===== src/rtl/hdmi_vram_scanout.sv =====
// Raster timing generator and pixel streamer reading the frame buffer through VRAM port B.
// Define HDMI_VRAM_SCANOUT_RGB332_EN to decode bytes as RGB332; otherwise bytes are grayscale.
module hdmi_vram_scanout #(
  parameter int   H_ACTIVE = 640,
  parameter int   H_FP     = 16,
  parameter int   H_SYNC   = 96,
  parameter int   H_BP     = 48,
  parameter int   V_ACTIVE = 480,
  parameter int   V_FP     = 10,
  parameter int   V_SYNC   = 2,
  parameter int   V_BP     = 33,
  parameter logic HS_POL   = 1'b0,
  parameter logic VS_POL   = 1'b0
) (
  input  logic        clk,
  input  logic        rst,
  input  logic [19:0] frame_base,
  output logic        enb,
  output logic [19:0] addrb,
  input  logic [7:0]  doutb,
  output logic        hsync,
  output logic        vsync,
  output logic        de,
  output logic [23:0] rgb,
  output logic        frame_start
);

  localparam int H_TOTAL = H_ACTIVE + H_FP + H_SYNC + H_BP;
  localparam int V_TOTAL = V_ACTIVE + V_FP + V_SYNC + V_BP;
  localparam int HW      = $clog2(H_TOTAL);
  localparam int VW      = $clog2(V_TOTAL);

  logic [HW-1:0] h_cnt;
  logic [VW-1:0] v_cnt;
  logic [19:0]   row_base;

  logic h_act, v_act, act, h_end, v_end;
  logic h_sync_rgn, v_sync_rgn, first_px;

  logic s1_act, s1_hs, s1_vs, s1_first;

  function automatic logic [23:0] decode(input logic [7:0] p);
`ifdef HDMI_VRAM_SCANOUT_RGB332_EN
    return {p[7:5], p[7:5], p[7:6],
            p[4:2], p[4:2], p[4:3],
            p[1:0], p[1:0], p[1:0], p[1:0]};
`else
    return {p, p, p};
`endif
  endfunction

  // Stage 0 decode of the raster position.
  always_comb begin
    h_end      = (int'(h_cnt) == H_TOTAL - 1);
    v_end      = (int'(v_cnt) == V_TOTAL - 1);
    h_act      = (int'(h_cnt) < H_ACTIVE);
    v_act      = (int'(v_cnt) < V_ACTIVE);
    act        = h_act && v_act;
    h_sync_rgn = (int'(h_cnt) >= H_ACTIVE + H_FP) &&
                 (int'(h_cnt) <  H_ACTIVE + H_FP + H_SYNC);
    v_sync_rgn = (int'(v_cnt) >= V_ACTIVE + V_FP) &&
                 (int'(v_cnt) <  V_ACTIVE + V_FP + V_SYNC);
    first_px   = (h_cnt == '0) && (v_cnt == '0);
    enb        = act;
    addrb      = act ? (row_base + 20'(h_cnt)) : 20'h0;
  end

  always_ff @(posedge clk or posedge rst) begin
    if (rst) begin
      h_cnt <= '0;
      v_cnt <= '0;
    end else if (h_end) begin
      h_cnt <= '0;
      v_cnt <= v_end ? '0 : v_cnt + VW'(1);
    end else begin
      h_cnt <= h_cnt + HW'(1);
    end
  end

  // Row start address advances by one line per active line; frame_base is
  // picked up only at the very last clock of a frame.
  always_ff @(posedge clk or posedge rst) begin
    if (rst) begin
      row_base <= 20'h0;
    end else if (h_end) begin
      if (v_end)
        row_base <= frame_base;
      else if (v_act)
        row_base <= row_base + 20'(H_ACTIVE);
    end
  end

  // Stage 1: flags aligned with doutb.
  always_ff @(posedge clk or posedge rst) begin
    if (rst) begin
      s1_act   <= 1'b0;
      s1_hs    <= 1'b0;
      s1_vs    <= 1'b0;
      s1_first <= 1'b0;
    end else begin
      s1_act   <= act;
      s1_hs    <= h_sync_rgn;
      s1_vs    <= v_sync_rgn;
      s1_first <= first_px;
    end
  end

  // Stage 2: output registers.
  always_ff @(posedge clk or posedge rst) begin
    if (rst) begin
      de          <= 1'b0;
      rgb         <= 24'h0;
      hsync       <= ~HS_POL;
      vsync       <= ~VS_POL;
      frame_start <= 1'b0;
    end else begin
      de          <= s1_act;
      rgb         <= s1_act ? decode(doutb) : 24'h0;
      hsync       <= s1_hs ? HS_POL : ~HS_POL;
      vsync       <= s1_vs ? VS_POL : ~VS_POL;
      frame_start <= s1_first;
    end
  end

endmodule


===== config.mk =====
export PLATFORM = sky130hd
export DESIGN_NAME = hdmi_vram_scanout
export DESIGN_NICKNAME = d
export VERILOG_FILES = /design/src/rtl/hdmi_vram_scanout.sv
export SDC_FILE = /design/constraint.sdc
export NUM_CORES = 1
export LEC_CHECK = 0
export BUFFER_PORTS_ARGS = -buffer_cell sky130_fd_sc_hd__buf_2
export CAP_MARGIN = 20
export CORE_ASPECT_RATIO = 0.5
export CORE_MARGIN = 2
export CORE_UTILIZATION = 30
export DETAILED_ROUTE_END_ITERATION = 16
export MAX_ROUTING_LAYER = met4
export PLACE_DENSITY = 0.47
export SYNTH_ARGS = -nofsm -noshare
export SYNTH_HDL_FRONTEND = slang
export SYNTH_SLANG_ARGS = --single-unit

===== constraint.sdc =====
create_clock -name clk -period 6.8 [get_ports clk]
set_clock_uncertainty 0.1 [all_clocks]
set_input_delay 1.02 -clock clk [delete_from_list [all_inputs] [get_ports clk]]
set_output_delay 1.02 -clock clk [all_outputs]
set_load 0.005 [all_outputs]

==> results.toml, run 1 <==
[run_status]
status = "finished, final reports clean"

[global_routing]
grt_pass1_vias = 2679
grt_max_degree = 57
track_usage_pct = 15.0
overflow = 0
antenna_found_initial = 0
grt_pass1_wl_mm = 14.3

[drt]
route.met2.wl_mm = 3.64
dr.pass1.iters = 4
vias = 2894
top_layer_used = "met4"
wl_met3_um = 372
vias_per_cell = 5.01
wl_per_cell_um = 15.0
dr.first_iter.drc_count = 227
wl_met1_mm = 4.60
totalWireLength_mm = 8.64
drcViolationCount = 0
ant_nets = 0

[logic_synthesis]
ys_seq_elements = 56
yosys_warnings = 0
netlist_instances = 378
ys_seq_area_share_pct = 40.7
yosysMostFrequentCell = "dfrtp_1"
synth_compound_area_share_pct = 17.3
syn_avg_cell_area_um2 = 9.13
yosys-top-cells-count = "dfrtp_1 (54), a21oi_1 (43), nor2_1 (26)"
synthTopCellsByArea = "dfrtp_1 (39%), a21oi_1 (6.2%), ha_1 (5.4%), o21ai_0 (3.5%), buf_4 (3.5%)"
synth_cell_types = 51
synth_largest_area_cell = "dfrtp_1"
synth-async-reset-ratio_pct = 100
synth.area.mux_share_pct = 2.87
synth_fa_ha_area_share_pct = 6.02
synth-edff-count = 0
ys.flop_type = "dfrtp_1"
synth_top_family_by_area = "simple AND/OR/NAND/NOR gates"
synthesis.nets = 424
syn_area_um2 = 3450
synth_simple_gate_area_share_pct = 20.5
synth_xor_area_share_pct = 5.08
yosys.area.top_type_share_pct = 39.2

[sta]
finalSetupViolCount = 0
fmax_ghz = 0.232
fin_crit_sh_pct = 63.4
finalWorstSetupSlack_ps = 2490
tns_ps = 0
whs_ps = 255
rsz0062_at_grt = "false"
tightest_slew_ps = 1070
slew_viol_final = 0
relSlewSlack_pct = 28.4
finalHoldViolations = 0
min_period_ps = 4310

[floorplanning]
core_region_area_um2 = 11100
initial_core_util_pct = 31.0
die_x_um = 156
rows = 27
die_h_um = 79.8
ioPinCount = 79
die-area_um2 = 12400

[worst_hold_path]
hp-class = "reg2reg"
min_from = "s1_vs"
hold_path_end = "vsync"
holdPathStages = 1

[clocking]
cts-hold-fix-buffers = 0
cts_sinks = 56
cts_htree_levels = 2
cts-resized-gates = 0
cts-root-buf = "clkbuf_16"
path_clk_slew_ps = 80
clkLatencyLatePin_ps = 290
post_cts_buffers = 0
cts_tree = "yes"
numCtsBuffers = 5
clockBufferDepth = 2

[critical_path]
start_kind = "flop"
reg2reg_depth = 5
reg2reg_from = "v_cnt[4]"
crit_type = "reg2out"
worstPathCellList = "ha_1 -> fa_1 -> a21oi_1 -> o211ai_1 -> a221oi_1 -> o21ai_0 -> a21oi_1 -> buf_2"
crit_buf_inv = 1
cp_top_family = "compound AO/OA/AOI/OAI gates"
arrival_ps = 3190
worstReg2RegEnd = "row_base[7]"
path_max_fanout = 9
critPathCaptureType = "output port"
cp.required_ps = 5680
slowest_stage = "a221oi_1"
critPathMostFrequentCell = "a21oi_1"
ff2ff_setup_slack_ps = 4330
slowest_delay_ps = 900

[cells_and_area]
final_nets = 478
n_antenna_cell = 0
drive_gt1_share_pct = 24.9
synthToLayoutAreaGrowth_pct = 15.2
fill_cells = 1162

[power]
power_mw = 0.663
p_per_area_nw_per_um2 = 167
p_leak_nw = 1.81
vdd_drop_max_uv = 96.6

[job]
cap_violations = 0

[placement]
dp_hpwl_mm = 6.20
gp_congestion = 0.830
pre_cts_ws_ps = 2790
portBuffers = 78
==> registers in the layout (all words and copies together), names as in the netlist <==
name         flops
row_base        20
s1_hs            1
s1_first         1
v_cnt           10
hsync            1
s1_vs            1
h_cnt           10
vsync            1
de               1
rgb              8
s1_act           1
frame_start      1
==> layout by cell type, fill, tap and decap left out, drive strengths merged, types with 3 or more instances in the layout <==
master	count
nand4	8
o31ai	8
o21ai	26
nor4	4
and2	11
and3	7
clkbuf	6
a21o	3
nand2b	3
a21oi	44
nand2	26
buf	80
or4	6
nor2	27
inv	12
and4	3
or2	3
mux2	7
ha	15
dfrtp	54
or3	6
nand3	20
xor2	10
o22ai	4
nor3	7
xnor2	10
==> stage by stage <==
step	cells	util [%]	cell area, um2
floorplan	378	-	3450
global placement	570	34.4	3820
detailed placement	570	34.4	3820
CTS	578	35.8	3970
global route	578	35.8	3970
finish	578	35.8	3970
==> worst max-delay path by stage <==
stage             start  depth (start not counted)   endpoint  slack [ps]
2_1_floorplan  h_cnt[0]                          7  addrb[12]        3380
3_3_place_gp   h_cnt[0]                          8  addrb[12]        2820
3_5_place_dp   h_cnt[0]                          8  addrb[12]        2790
4_1_cts        h_cnt[0]                          8  addrb[14]        2460
5_1_grt        h_cnt[0]                          8  addrb[12]        2140
6_report       h_cnt[0]                          8  addrb[12]        2490
==> area by class of cell <==
type / instances / area (um2) / area share [%]
inverter: 12 / 45.0 / 1.13
tap: 145 / 181 / 4.57
clock buffer: 6 / 139 / 3.49
sequential: 56 / 1400 / 35.3
multi-input combinational: 277 / 1780 / 44.9
clock inverter: 2 / 15.0 / 0.378
timing repair buffer: 80 / 405 / 10.2
==> where the power goes <==
| part | switching [mW] | internal (mW) | total [mW] | leakage, nW |
|---|---|---|---|---|
| Clock | 0.129 | 0.147 | 0.276 | 0.0691 |
| Combinational | 0.0241 | 0.0224 | 0.0465 | 1.08 |
| Sequential | 0.00275 | 0.337 | 0.340 | 0.664 |
==> kinds of logic after synthesis <==
group / after synthesis
flops: 56
buf+inv: 45
compound gates: 99
xor+xnor: 20
mux: 9
fa+ha+maj: 16
simple gates: 133
==> routing by layer <==
| layer | global-route usage (%) | up-vias |
|---|---|---|
| met5 | - | - |
| met3 | 3.15 | 2 |
| li1 | - | 1448 |
| met1 | 21.5 | 1375 |
| met4 | 2.48 | 0 |
| met2 | 22.2 | 69 |
(Power assumes the default switching activity.)
==> inputs of run 2 (changes only) <==
- PLACE_DENSITY: 0.47 -> 0.49
- clock period: 6.8 -> 3.95 ns (I/O delays scaled with it)
==> run 2 against run 1 <==
  * Critical path depth fell by 1
  * Non-clock buffer count rose by 2
  * Highest routed layer unchanged
  * Cell count rose by 0.35%
  * Critical endpoint is now addrb[13]
  * Largest power group unchanged
  * First-iteration DRC count fell by 4.8%
  * Critical path type unchanged
==> results.toml, run 2 (synthesis results as in run 1) <==
[critical_path]
ff2ff_setup_slack_ps = 1460
cp.required_ps = 3260
crit_type = "reg2out"
slowest_delay_ps = 680
worstReg2RegEnd = "row_base[7]"
arrival_ps = 2730
start_kind = "flop"
critPathCaptureType = "output port"
slowest_stage = "a311oi_2"
path_max_fanout = 9
reg2reg_from = "v_cnt[4]"
worstPathCellList = "ha_1 -> a21oi_1 -> o21ai_0 -> a311oi_2 -> o21ai_0 -> a21oi_1 -> buf_2"
reg2reg_depth = 5

[drt]
dr.first_iter.drc_count = 216
vias_per_cell = 5.04
ant_nets = 0
wl_per_cell_um = 15.1
vias = 2926
dr.pass1.iters = 4
drcViolationCount = 0
totalWireLength_mm = 8.74

[clocking]
cts_sinks = 56
post_cts_buffers = 0
cts_htree_levels = 2
path_clk_slew_ps = 70
cts-root-buf = "clkbuf_16"
clkLatencyLatePin_ps = 290
cts_tree = "yes"
cts-resized-gates = 0
clockBufferDepth = 2
numCtsBuffers = 5
cts-hold-fix-buffers = 0

[global_routing]
track_usage_pct = 14.7
grt_max_degree = 41
overflow = 0
grt_pass1_wl_mm = 14.2
grt_pass1_vias = 2706
antenna_found_initial = 0

[cells_and_area]
drive_gt1_share_pct = 25.3
max_flop_register = "row_base"
synthToLayoutAreaGrowth_pct = 15.3
n_antenna_cell = 0
final_nets = 480
top_regs = "row_base: 20 flops, h_cnt: 10 flops, v_cnt: 10 flops"
final_common_cell = "buf_2"
layout_common_cells = "buf_2 (78), dfrtp_1 (54), a21oi_1 (43)"
largest_reg_flops = 20

[power]
p_leak_nw = 1.83
p_per_area_nw_per_um2 = 279
power_mw = 1.11
vdd_drop_max_uv = 224

[floorplanning]
rows = 27
die-area_um2 = 12400
ioPinCount = 79
initial_core_util_pct = 31.0
core_region_area_um2 = 11100
die_h_um = 79.8
die_x_um = 156

[job]
cap_violations = 0

[worst_hold_path]
holdPathStages = 0
hold_path_end = "frame_start"
hp-class = "reg2reg"
min_from = "s1_first"

[sta]
finalHoldViolations = 0
tns_ps = 0
min_period_ps = 3420
fin_crit_sh_pct = 86.5
finalSetupViolCount = 0
relSlewSlack_pct = 43.1
slew_viol_final = 0
rsz0062_at_grt = "false"
tightest_slew_ps = 852
fmax_ghz = 0.293

[run_status]
status = "finished, final reports clean"

[placement]
gp_congestion = 0.815
dp_hpwl_mm = 6.35
portBuffers = 78
==> run 2: cell count changes in the layout (fill, tap and decap cells not counted), sizes merged <==
cell      previous run  this run
clkinvlp             2         0
buf                 80        82
clkinv               0         3
clkbuf               6         5
==> run 2: layout make-up <==
type	instances	area, um2
Fill cell	1164	7140
Multi-Input combinational cell	277	1780
Sequential cell	56	1400
Timing Repair Buffer	82	420
Tap cell	145	181
Clock buffer	5	125
Inverter	12	45.0
Clock inverter	3	18.8
==> run 2: worst max-delay path by stage <==
| stage | from | endpoint | slack [ps] | cells past startpoint |
|---|---|---|---|---|
| after detailed placement | h_cnt[6] | addrb[13] | 850 | 7 |
| after CTS | h_cnt[6] | addrb[13] | 520 | 7 |
| after global placement | h_cnt[7] | addrb[15] | 840 | 7 |
| after floorplan | h_cnt[0] | addrb[12] | 960 | 7 |
| after global routing | h_cnt[6] | addrb[13] | 330 | 7 |
| final | h_cnt[4] | addrb[13] | 530 | 7 |
==> run 2: metrics by stage <==
stage	utilization, %	worst slack, ps	hold WS, ps	std cells	cell area [um2]
finish	35.8	532	249	580	3980
global route	35.8	329	271	580	3980
CTS	35.8	516	250	580	3980
detailed placement	34.5	853	235	572	3830
global placement	34.5	841	235	572	3830
floorplan	-	959	231	378	3450
==> run 2: power breakdown <==
group | leakage, nW | internal [mW] | switching, mW
sequential | 0.664 | 0.581 | 0.00510
clock | 0.0736 | 0.235 | 0.208
combinational | 1.09 | 0.0386 | 0.0423
==> run 2: worst max-delay path: cells and delay by family (launching register included) <==
family	cells	cell delay, ps
AO/OA/AOI/OAI	5	1430
adder cells (fa/ha/maj)	1	390
buffers and inverters	1	130
flip-flops	1	480
==> run 2: routing by layer <==
| metal | vias up | track usage (%) | part of all wire (%) |
|---|---|---|---|
| li1 | 1453 | - | - |
| met1 | 1373 | 21.1 | 52 |
| met2 | 92 | 21.3 | 41 |
| met3 | 8 | 3.47 | 5.8 |
| met4 | 0 | 2.57 | 0.82 |
| met5 | - | - | 0 |
==> inputs of run 3 (changes only) <==
- CORE_UTILIZATION: 30 -> 49
- PLACE_DENSITY: 0.49 -> 0.74
==> run 3 against run 2 <==
  * First-iteration DRC count up 18%
  * Die area down 37%
  * Sequential share of layout area grew 0.54 points
  * Worst hold slack better by 1.9 ps
  * Register-to-register slack worse by 30 ps
  * Power rose by 0.59%
  * Largest power group unchanged
==> results.toml, run 3 (synthesis results as in run 1) <==
[drt]
totalWireLength_mm = 7.54
dr.pass1.iters = 5
vias = 2914
dr.first_iter.drc_count = 255
wl_per_cell_um = 14.3
ant_nets = 0
vias_per_cell = 5.53
drcViolationCount = 0

[critical_path]
crit_buf_inv = 1
slowest_stage = "dfrtp_1"
ff2ff_setup_slack_ps = 1430
crit_type = "reg2out"
slowest_delay_ps = 480
arrival_ps = 2750
start_kind = "flop"
path_max_fanout = 9
cp_top_family = "simple AND/OR/NAND/NOR gates"
critPathCaptureType = "output port"
cp.required_ps = 3260
worstPathCellList = "ha_1 -> nand4_1 -> nor4_1 -> a311oi_2 -> or4_1 -> a21oi_1 -> buf_2"

[cells_and_area]
synthToLayoutAreaGrowth_pct = 13.6
fill_cells = 618
final_common_cell = "buf_2"
drive_gt1_share_pct = 25.1
fin_area_um2 = 3920
n_antenna_cell = 0
max_flop_register = "row_base"
fin_util_pct = 58.0
final_nets = 480
largest_reg_flops = 20
layout_common_cells = "buf_2 (78), dfrtp_1 (54), a21oi_1 (43)"
top_regs = "row_base: 20 flops, h_cnt: 10 flops, v_cnt: 10 flops"

[clocking]
post_cts_buffers = 0
cts_sinks = 56
path_clk_slew_ps = 70
cts-root-buf = "clkbuf_16"
cts-hold-fix-buffers = 0
cts_htree_levels = 2
clockBufferDepth = 2
numCtsBuffers = 5
cts_tree = "yes"
clkLatencyLatePin_ps = 300
cts-resized-gates = 0

[global_routing]
antenna_found_initial = 0
overflow = 0
grt_pass1_wl_mm = 12.9
track_usage_pct = 21.3
grt_pass1_vias = 2720
grt_max_degree = 33

[floorplanning]
die_h_um = 63.3
die-area_um2 = 7770
rows = 21
ioPinCount = 79
initial_core_util_pct = 51.1
die_x_um = 123
core_region_area_um2 = 6750

[job]
cap_violations = 0

[sta]
finalHoldViolations = 0
relSlewSlack_pct = 50.6
fmax_ghz = 0.290
rsz0062_at_grt = "false"
fin_crit_sh_pct = 87.2
slew_viol_final = 0
finalSetupViolCount = 0
min_period_ps = 3450
tightest_slew_ps = 741
tns_ps = 0

[placement]
portBuffers = 78
gp_congestion = 0.939
placed_area_um2 = 3770
dp_hpwl_mm = 5.49

[worst_hold_path]
hp-class = "reg2reg"

[power]
vdd_drop_max_uv = 176
power_mw = 1.12
p_leak_nw = 1.82
p_per_area_nw_per_um2 = 285

[run_status]
status = "finished, final reports clean"
-- run 3: power breakdown --
group	leakage [nW]	total [mW]	switching [mW]	internal, mW
sequential	0.664	0.586	0.00485	0.581
combinational	1.09	0.0792	0.0405	0.0387
clock	0.0701	0.451	0.198	0.253
-- run 3: final timing paths --
check | startpoint | depth (start not counted) | to
worst min register to register | s1_vs | 1 | vsync
worst max register to register | v_cnt[4] | 5 | row_base[7]
max in group asynchronous | rst | 3 | hsync
worst max-delay path | h_cnt[7] | 7 | addrb[17]
worst min-delay path | s1_vs | 1 | vsync
min in group asynchronous | rst | 2 | rgb[15]
-- run 3: through the flow --
| step | instances | hold WS (ps) | setup WS [ps] |
|---|---|---|---|
| 5_1_grt | 527 | 258 | 267 |
| 2_1_floorplan | 378 | 231 | 959 |
| 3_5_place_dp | 519 | 238 | 867 |
| 3_3_place_gp | 519 | 237 | 873 |
| 6_report | 527 | 251 | 505 |
| 4_1_cts | 527 | 253 | 540 |
-- run 3: layout make-up --
| cell class | instances | area, um2 | share of cell area [%] |
|---|---|---|---|
| multi-input combinational | 277 | 1780 | 45.5 |
| inverter | 12 | 45.0 | 1.15 |
| sequential | 56 | 1400 | 35.8 |
| tap | 92 | 115 | 2.94 |
| timing repair buffer | 82 | 420 | 10.7 |
| clock inverter | 1 | 7.51 | 0.192 |
| clock buffer | 7 | 143 | 3.64 |
-- run 3: metal layers --
metal / up-vias / track usage, % / routed length [um]
li1: 1455 / - / -
met1: 1334 / 30.7 / 3750
met2: 115 / 30.6 / 3100
met3: 10 / 4.62 / 605
met4: 0 / 4.89 / 83
met5: - / - / 0
